### src/rtl/serial_hikizan.sv
// Bit-serial WIDTH-bit subtractor (d = a - b), one bit per clock, start/busy/done handshake.
// Optional signed-overflow flag enabled by defining SERIAL_HIKIZAN_OVF_EN.
//
// state  | meaning
// IDLE   | waiting for start; outputs hold last result
// RUN    | one bit per cycle, LSB first, WIDTH cycles
// DONE   | d/bout valid, done pulses; start here chains the next operation
module serial_hikizan #(
  parameter int WIDTH = 8
) (
  input  logic             clk,
  input  logic             rst,
  input  logic             start,
  input  logic [WIDTH-1:0] a,
  input  logic [WIDTH-1:0] b,
  output logic             busy,
  output logic             done,
  output logic [WIDTH-1:0] d,
  output logic             bout
`ifdef SERIAL_HIKIZAN_OVF_EN
  ,
  output logic             ovf
`endif
);

  localparam int CW = $clog2(WIDTH + 1);

  typedef enum logic [1:0] {
    S_IDLE = 2'd0,
    S_RUN  = 2'd1,
    S_DONE = 2'd2
  } state_t;

  state_t state_q, state_n;

  // The minuend register doubles as the result register: as operand bits
  // shift out of the LSB, difference bits shift into the vacated MSB.
  logic [WIDTH-1:0] a_sr;
  logic [WIDTH-1:0] b_sr;
  logic             brw_q;
  logic [CW-1:0]    cnt_q;

  logic ai, bi, di, brw_nx, last;
  logic load, step;

  assign ai     = a_sr[0];
  assign bi     = b_sr[0];
  assign di     = ai ^ bi ^ brw_q;
  assign brw_nx = (~ai & bi) | (~(ai ^ bi) & brw_q);
  assign last   = (cnt_q == CW'(WIDTH - 1));

`ifdef SERIAL_HIKIZAN_OVF_EN
  logic a_msb, b_msb;
`endif

  always_comb begin
    state_n = state_q;
    load    = 1'b0;
    step    = 1'b0;
    case (state_q)
      S_IDLE: begin
        if (start) begin
          load    = 1'b1;
          state_n = S_RUN;
        end
      end
      S_RUN: begin
        step = 1'b1;
        if (last) state_n = S_DONE;
      end
      S_DONE: begin
        if (start) begin
          load    = 1'b1;
          state_n = S_RUN;
        end else begin
          state_n = S_IDLE;
        end
      end
      default: state_n = S_IDLE;
    endcase
  end

  always_ff @(posedge clk) begin
    if (rst) begin
      state_q <= S_IDLE;
      a_sr    <= '0;
      b_sr    <= '0;
      brw_q   <= 1'b0;
      cnt_q   <= '0;
      busy    <= 1'b0;
      done    <= 1'b0;
      d       <= '0;
      bout    <= 1'b0;
`ifdef SERIAL_HIKIZAN_OVF_EN
      a_msb   <= 1'b0;
      b_msb   <= 1'b0;
      ovf     <= 1'b0;
`endif
    end else begin
      state_q <= state_n;
      busy    <= (state_n == S_RUN);
      done    <= (state_q == S_RUN) && last;
      if (load) begin
        a_sr  <= a;
        b_sr  <= b;
        brw_q <= 1'b0;
        cnt_q <= '0;
`ifdef SERIAL_HIKIZAN_OVF_EN
        a_msb <= a[WIDTH-1];
        b_msb <= b[WIDTH-1];
`endif
      end else if (step) begin
        a_sr  <= {di, a_sr[WIDTH-1:1]};
        b_sr  <= {1'b0, b_sr[WIDTH-1:1]};
        brw_q <= brw_nx;
        cnt_q <= cnt_q + CW'(1);
        if (last) begin
          // Final bit is folded in directly so the result lands on DONE entry.
          d    <= {di, a_sr[WIDTH-1:1]};
          bout <= brw_nx;
`ifdef SERIAL_HIKIZAN_OVF_EN
          ovf  <= (a_msb ^ b_msb) & (di ^ a_msb);
`endif
        end
      end
    end
  end

endmodule

### config.mk
export PLATFORM = sky130hd
export DESIGN_NAME = serial_hikizan
export DESIGN_NICKNAME = d
export VERILOG_FILES = /design/src/rtl/serial_hikizan.sv
export SDC_FILE = /design/constraint.sdc
export NUM_CORES = 1
export LEC_CHECK = 0
export CAP_MARGIN = 20
export CORE_MARGIN = 8
export CORE_UTILIZATION = 49
export CTS_CLUSTER_DIAMETER = 120
export DETAILED_ROUTE_END_ITERATION = 10
export PLACE_DENSITY = 0.85
export SLEW_MARGIN = 20
export SYNTH_ARGS = -nofsm -noshare
export SYNTH_HDL_FRONTEND = slang
export SYNTH_SLANG_ARGS = --single-unit
### constraint.sdc
create_clock -name clk -period 1.6 [get_ports clk]
set_input_delay 0.32 -clock clk [delete_from_list [all_inputs] [get_ports clk]]
set_output_delay 0.32 -clock clk [all_outputs]
set_load 0.01 [all_outputs]
After elaboration in Yosys (flattened, before gate mapping). Cells that the tools add are included.

Register bits after elaboration: 34. Output and inout port bits: 11. Word-level logic and storage cells: 39.

$add $sub $neg: 1. Equality and inequality tests: 4. Muxes and demuxes: 11. Bitwise gates (word level): 8. Reductions and logical operators: 6.

Operators by type and width (count): 2-to-1 mux 8 bit (4); one-hot mux 2 bit (3 select lines) (1); adder 4 x 1 -> 4 bit (second input constant) (1); equality test 2 x 1 -> 1 bit (second input constant) (2); equality test 4 x 3 -> 1 bit (second input constant) (1); 2-to-1 mux 1 bit (4); 2-to-1 mux 2 bit (2); OR reduction 2 bit (2); inverter 1 bit (3); AND reduction 3 bit (1); AND 1 bit (2); equality test 2 bit (second input constant) (1); logical NOT 2 bit (1); nonzero test 2 bit (1); XOR 1 bit (2); logical AND 1 bit (1); bitwise OR 1 bit (1).

Longest topological paths before layout.
Word-level depth: 5. Gate-level depth with buffers: 5. Gate-level depth less buffers: 4.

Worst setup path before layout. No wires, ideal clock.

Path kind: register -> register. From: register cnt_q[0]. To: register bout. Setup time: 0.091 ns. Data arrival time: 1.108 ns. Slack: 0.401 ns. Stages on the path, launching flop included: 6. Buffers on the path: 1. Clock period less this slack: 1.199 ns. Cell sequence: dfxtp_1 -> ha_1 -> and3b_1 -> buf_2 -> a21oi_1 -> a311oi_1.

Longest elaborated chain between the ends: 2.

RTL lines: from (decl) (line 41) `logic [CW-1:0] cnt_q;`; from (signal assigned) (line 116) `cnt_q <= cnt_q + CW'(1);`; equality test 4 x 3 -> 1 bit (line 50) `assign last = (cnt_q == CW'(WIDTH - 1));`; AND reduction 3 bit (no line); to (signal assigned) (line 120) `bout <= brw_nx;`; to (decl) (line 19) `output logic bout`.

No other way between the ends. A chain may end at the register's enable or synchronous reset.

Worst setup path in the final report.
From: register d[7]. To: output port d[7].

RTL lines: from (decl) (line 18) `output logic [WIDTH-1:0] d,`; from (signal assigned) (line 119) `d <= {di, a_sr[WIDTH-1:1]};`.

No word-level cell between the ends.

==> impl_metrics.ini <==
[drt]
via_per_inst = 5.770
wirelength_um = 3265
post_drt_wl_per_cell_um = 14.71
firstDrtPassIters = 4
drc = 0
drtIter0Drc = 86
vias = 1281
ant_nets = 0

[synthesis]
synth_area_per_cell_um2 = 8.520
ys_warn_count = 0
synth_fp_nets = 184
netlist_area_um2 = 1389
synth_mux_area_share_pct = 0
synthAdderAreaFrac_pct = 2.342
synth_top_family_by_area = simple AND/OR/NAND/NOR gates
yosys.area_share.simple_pct = 20.99
ys_ff_latch = 34
synth_cell_types = 24
synth_compound_area_share_pct = 19.91
ys_seq_area_share_pct = 49.01
synth_cells = 163
synth_xor_area_share_pct = 1.261

[clock_tree]
cts_setup_buffers = 0
clk_pin_slew_ns = 0.10
clockBufferDepth = 2
cts_buffers = 5
htreeDepth = 2
cts_tree = built
cts-root-buf = clkbuf_4
clk_latency_ns = 0.33
clock-sinks = 34
cts_hold_repair.buffers = 0

[place]
dp_slack_ns = 0.06954
gp_congestion = 0.8067
dpl.hpwl_um = 2407
portBuffers = 29

[timing]
maxSlewViolCount = 0
layout_min_cycle_time_ns = 1.522
hold_viol_final = 0
fmax_ghz = 0.6570
rsz0062_at_grt = no
final.period_utilization_pct = 95.14
final.setup_skew_ns = 0.004281
relSlewSlack_pct = 72.40
worst_pin_slew_ns = 0.4127
setup_viol_count_final = 0
worst_slack_ns = 0.07783
setup_tns_ns = 0

[finish]
final_common_cell = dfxtp_1
drive_above_1_share_pct = 6.806
areaGrowthSynthToFinish_pct = 24.86
fin_nets = 212
nFillCells = 224
antennaDiodeCount = 0
layout_common_cells = dfxtp_1, clkdlybuf4s50_1, nand2_1

[flow_run]
maxCapViolations = 0

[global_route]
grt_max_degree = 27
grt_pass1_vias = 1232
grt_pass1_wl_um = 5513
antenna_found_initial = 0
grt_usage_pct = 13.31
gr-total-overflow = 0

[worst_setup_path]
r2r-start = cnt_q[0]$_SDFFE_PP0P_
worstPathArrival_ns = 1.20
crit_path_start = d[7]$_SDFFE_PP0P_
worst_setup_path_start_kind = register
worst-endpoint-required_ns = 1.28
critPathKind = reg -> out
cp_slowest_cell = clkdlybuf4s50_1
critical-path-top-delay-family = buffers and inverters
slowest_delay_ns = 0.54
path_cells = clkdlybuf4s50_1
crit_path_end_kind = output port
critPathMaxFanout = 2
path_buf_inv = 1

[power]
leakagePower_nw = 0.6010
vdd_drop_max_v = 0.0006337
p_per_area_nw_per_um2 = 904.4

[hold_path]
holdCritPathClass = reg -> reg
hp-start = d[4]$_SDFFE_PP0P_

[floorplanning]
io_pins = 30
rows = 19
dieArea_um2 = 4794
fp.dieH_um = 69.24
dieWidth_um = 69.24
initial_core_util_pct = 50.80
core_um2 = 2734

[run_status]
status = finished, final reports clean
[report_power, final]
part	switching (mW)	internal [mW]
logic	0.115	0.104
registers	0.0293	0.889
clock network	0.266	0.166
total	0.410	1.16
[final cells by class]
type	instances	area (um^2)	area share (%)
Sequential cell	34	680.7	39.25
Timing Repair Buffer	36	342.8	19.77
Inverter	2	7.507	0.4329
Multi-Input combinational cell	112	619.3	35.71
Clock buffer	7	45.04	2.597
Tap cell	31	38.79	2.237
[worst paths after layout]
path / to / slack (ns) / cells past startpoint
max: d[7] / 0.08 / 1
min: d[4]$_SDFFE_PP0P_ / 0.48 / 2
max reg2reg: bout$_SDFFE_PP0P_ / 0.19 / 4
min reg2reg: d[4]$_SDFFE_PP0P_ / 0.48 / 2
[per-layer routing]
layer	vias to the layer above	wire [um]	global-route usage, %
met1	608	1447	14.93
li1	623	-	-
met4	0	23	4.328
met3	5	217	5.579
met2	45	1577	22.13
met5	-	0	0
[what timing repair did]
| item | 4_1_cts | 5_1_grt |
|---|---|---|
| resized for setup | 0 | 1 |
| setup endpoints to repair | 0 | 1 |
| hold endpoints to repair | 0 | 0 |
[stage by stage]
step	hold WS, ns	cells	area (um^2)	total power [mW]	util (%)
floorplan	0.4479	163	1389	1.069	-
global route	0.5013	222	1734	1.637	63.43
global placement	0.4567	215	1688	1.142	61.74
CTS	0.4796	222	1733	1.570	63.39
finish	0.4795	222	1734	1.568	63.43
detailed placement	0.4663	215	1688	1.154	61.74
[cells by family (layout without fill, tap and decap cells)]
logic type,count (synthesis),count (layout)
AND/OR/NAND/NOR,64,64
AO/OA/AOI/OAI,44,44
flip-flops,34,34
buffers and inverters,17,45
adder cells (fa/ha/maj),2,2
XOR/XNOR,2,2
[registers in the layout, summed over array words and instances, names as in the netlist, 2 cells and up]
register and count:
state_q 2, d 8, cnt_q 4, a_sr 8, b_sr 8
[synthesized netlist by cell type]
| cell type | instances | area [um^2] |
|---|---|---|
| nand2_1 | 23 | 86.33 |
| and3b_1 | 1 | 8.760 |
| a21oi_1 | 18 | 90.09 |
| nand2b_1 | 3 | 18.77 |
| fa_1 | 1 | 20.02 |
| nand3b_1 | 2 | 15.01 |
| clkbuf_1 | 6 | 22.52 |
| nor3_1 | 2 | 10.01 |
| a22oi_1 | 5 | 37.54 |
| inv_1 | 2 | 7.510 |
| dfxtp_1 | 34 | 680.7 |
| or3_1 | 1 | 6.260 |
| ha_1 | 1 | 12.51 |
| xnor2_1 | 1 | 8.760 |
| o21ai_0 | 9 | 45.04 |
| nor2_1 | 15 | 56.30 |
| nand3_1 | 15 | 75.07 |
| a311oi_1 | 11 | 96.34 |
| a211oi_1 | 1 | 7.510 |
| buf_4 | 1 | 7.510 |
| xor2_1 | 1 | 8.760 |
| and2b_1 | 2 | 15.01 |
| buf_6 | 2 | 22.52 |
| buf_2 | 6 | 30.03 |
Note: power is estimated with default switching activity, not from simulation.
==> patch, RTL diff (same flow settings) <==
Make the reset (`rst`) asynchronous in one clocked block.
--- a/src/rtl/serial_hikizan.sv
+++ b/src/rtl/serial_hikizan.sv
@@ -82,3 +82,3 @@
 
-  always_ff @(posedge clk) begin
+  always_ff @(posedge clk or posedge rst) begin
     if (rst) begin
Function: differs if rst is asserted again (counterexample within 4 cycles, from zero or initial values and one cycle with rst high); with rst held inactive, the same outputs for 10 cycles.
==> patch against the unedited design <==
Synthesized cell count fell by 23%. Synthesized area rose by 3.3%. Global-route usage up 1.6 points. Routed wire length is 1.9% higher. Sequential cell count is the same. Register-to-register slack got worse by 0.10 ns. Via count decreased by 16%. Cell area grew 9.5%. Die area grew 2.6%. Setup slack lost 0.034 ns. First-iteration DRC count is 10% higher. Critical path type unchanged. Largest cell class unchanged.
Power is not compared: it rests on default switching activity, and its combinational part moved more than twofold at a synthesized area within 25%.
==> patch: results (changes against the unedited design) <==
* Met2 usage at 0.228 (+0.00711)
* Die ar. at 4920 um2 (+2.6%)
* Met1 Use GR at 0.176 (+0.0265)
* Worst R2R End: d[7]$_DFFE_PP0P_
* M3 GR Usage at 0.0466 (-0.00918)
* Largest net degree at the start of global routing at 35 (+30%)
* Post-Layout Cell Count at 194 (-13%)
* Synth cell types at 25 (+4.2%)
* Via count of the first global-routing pass at 1179 (-4.3%)
* Worst Setup SP: d[3]$_DFFE_PP0P_
* Final GP Congestion at 0.764 (-5.4%)
* Async SR Flop Fraction at 1.00 (+1.00)
* # nets final at 183 (-14%)
* Registers with the most flip-flops: a_sr x8, b_sr x8, d x8
* First-pass GRT wire length at 5820 um (+5.5%)
* Non-CTS buffers at 38 (+5.6%)
* Total GRT Usage at 0.149 (+0.0157)
* Worst Clk Skew at 0.00801 ns (+0.00372 ns)
* Syn nets at 146 (-21%)
* Multi-input combinational area share at 0.281 (-0.0757)
* Post-synthesis xor/xnor area fraction at 0 (-0.0126)
* CP endpoint: d[3]
* Fillcell total at 206 (-8.0%)
* Clock buf count at 8 (+1)
* Register area at 851 um2 (+25%)
* WL met2 at 1600 um (+1.7%)
* Invs w/o clock at 4 (+2)
* Count leader, synth: dfrtp_1
* Worst-Skew Late Latency at 0.35 ns (+0.02 ns)
* Count of flip-flops and latches at 34 (unchanged)
* Multi-input gates at 79 (-29%)
* Vias per cell at 5.56 (-3.7%)
* Initial drt markers at 95 (+10%)
* Post-CTS Resized at 2 (+2)
* Clock transition at path regs at 0.11 ns
* Sequential share of the synthesized area at 0.593 (+0.103)
* Buffering overhead at 0.200 (+0.00270)
* ClkCell Share at 0.0415 (+0.0156)
* Area fraction in compound gates after synthesis at 0.110 (-0.0892)
* Synth Area in Adders at 0.0227 (-0.000756)
* Hold slack at 0.344 ns (-0.135 ns)
* Result of the run: finished, final reports clean
* Dpl hpwl at 2340 um (-2.9%)
* Share of cells above drive strength 1 at 0.166 (+0.0976)
* Final wirelength at 3330 um (+1.9%)
* Post-synthesis mux area share at 0.0837 (+0.0837)
* Worst-Margin Slew at 0.426 ns (+0.0130 ns)
* Synth top cells by count: dfrtp_1 (34), nand2_1 (20), nand3_1 (13), a22oi_1 (12), mux2_2 (8)
* Worst-case reg-to-reg path depth at 5 (+1)
* R2R Path Start: cnt_q[0]$_DFFE_PP0P_
* Synth top area cells: dfrtp_1 (59%), a22oi_1 (6.3%), mux2_2 (6.3%)
* Routed wl met3 at 215 um (-0.92%)
* R2r setup slk at 0.09 ns (-0.10 ns)
* Hold Crit Class: input port to async pin
## patch: changes by cell type after synthesis, sizes merged, moves of 7 or more
| cell | delta |
|---|---|
| mux2 | +8 |
| a311oi | -11 |
| o21ai | -7 |
| a22oi | +7 |
| nor2 | -12 |
| dfrtp | +34 |
| a21oi | -18 |
| dfxtp | -34 |
## patch: through the flow
| step | instance area [um2] | utilization | worst slack [ns] | power (mW) | TNS, ns |
|---|---|---|---|---|---|
| after CTS | 1890 | 0.678 | 0.0149 | 3.72 | 0 |
| after detailed placement | 1810 | 0.650 | -0.0212 | 3.15 | -0.0460 |
| after floorplan | 1440 | - | 0.159 | 2.46 | 0 |
| after global placement | 1810 | 0.650 | 0.0273 | 3.03 | 0 |
| after global routing | 1900 | 0.682 | 0.00414 | 3.96 | 0 |
| final | 1900 | 0.682 | 0.0439 | 3.68 | 0 |
## patch: worst min-delay path, stage by stage
cell             delay [ns]
clkdlybuf4s50_1        0.39
inv_1                  0.05
buf_4                  0.37
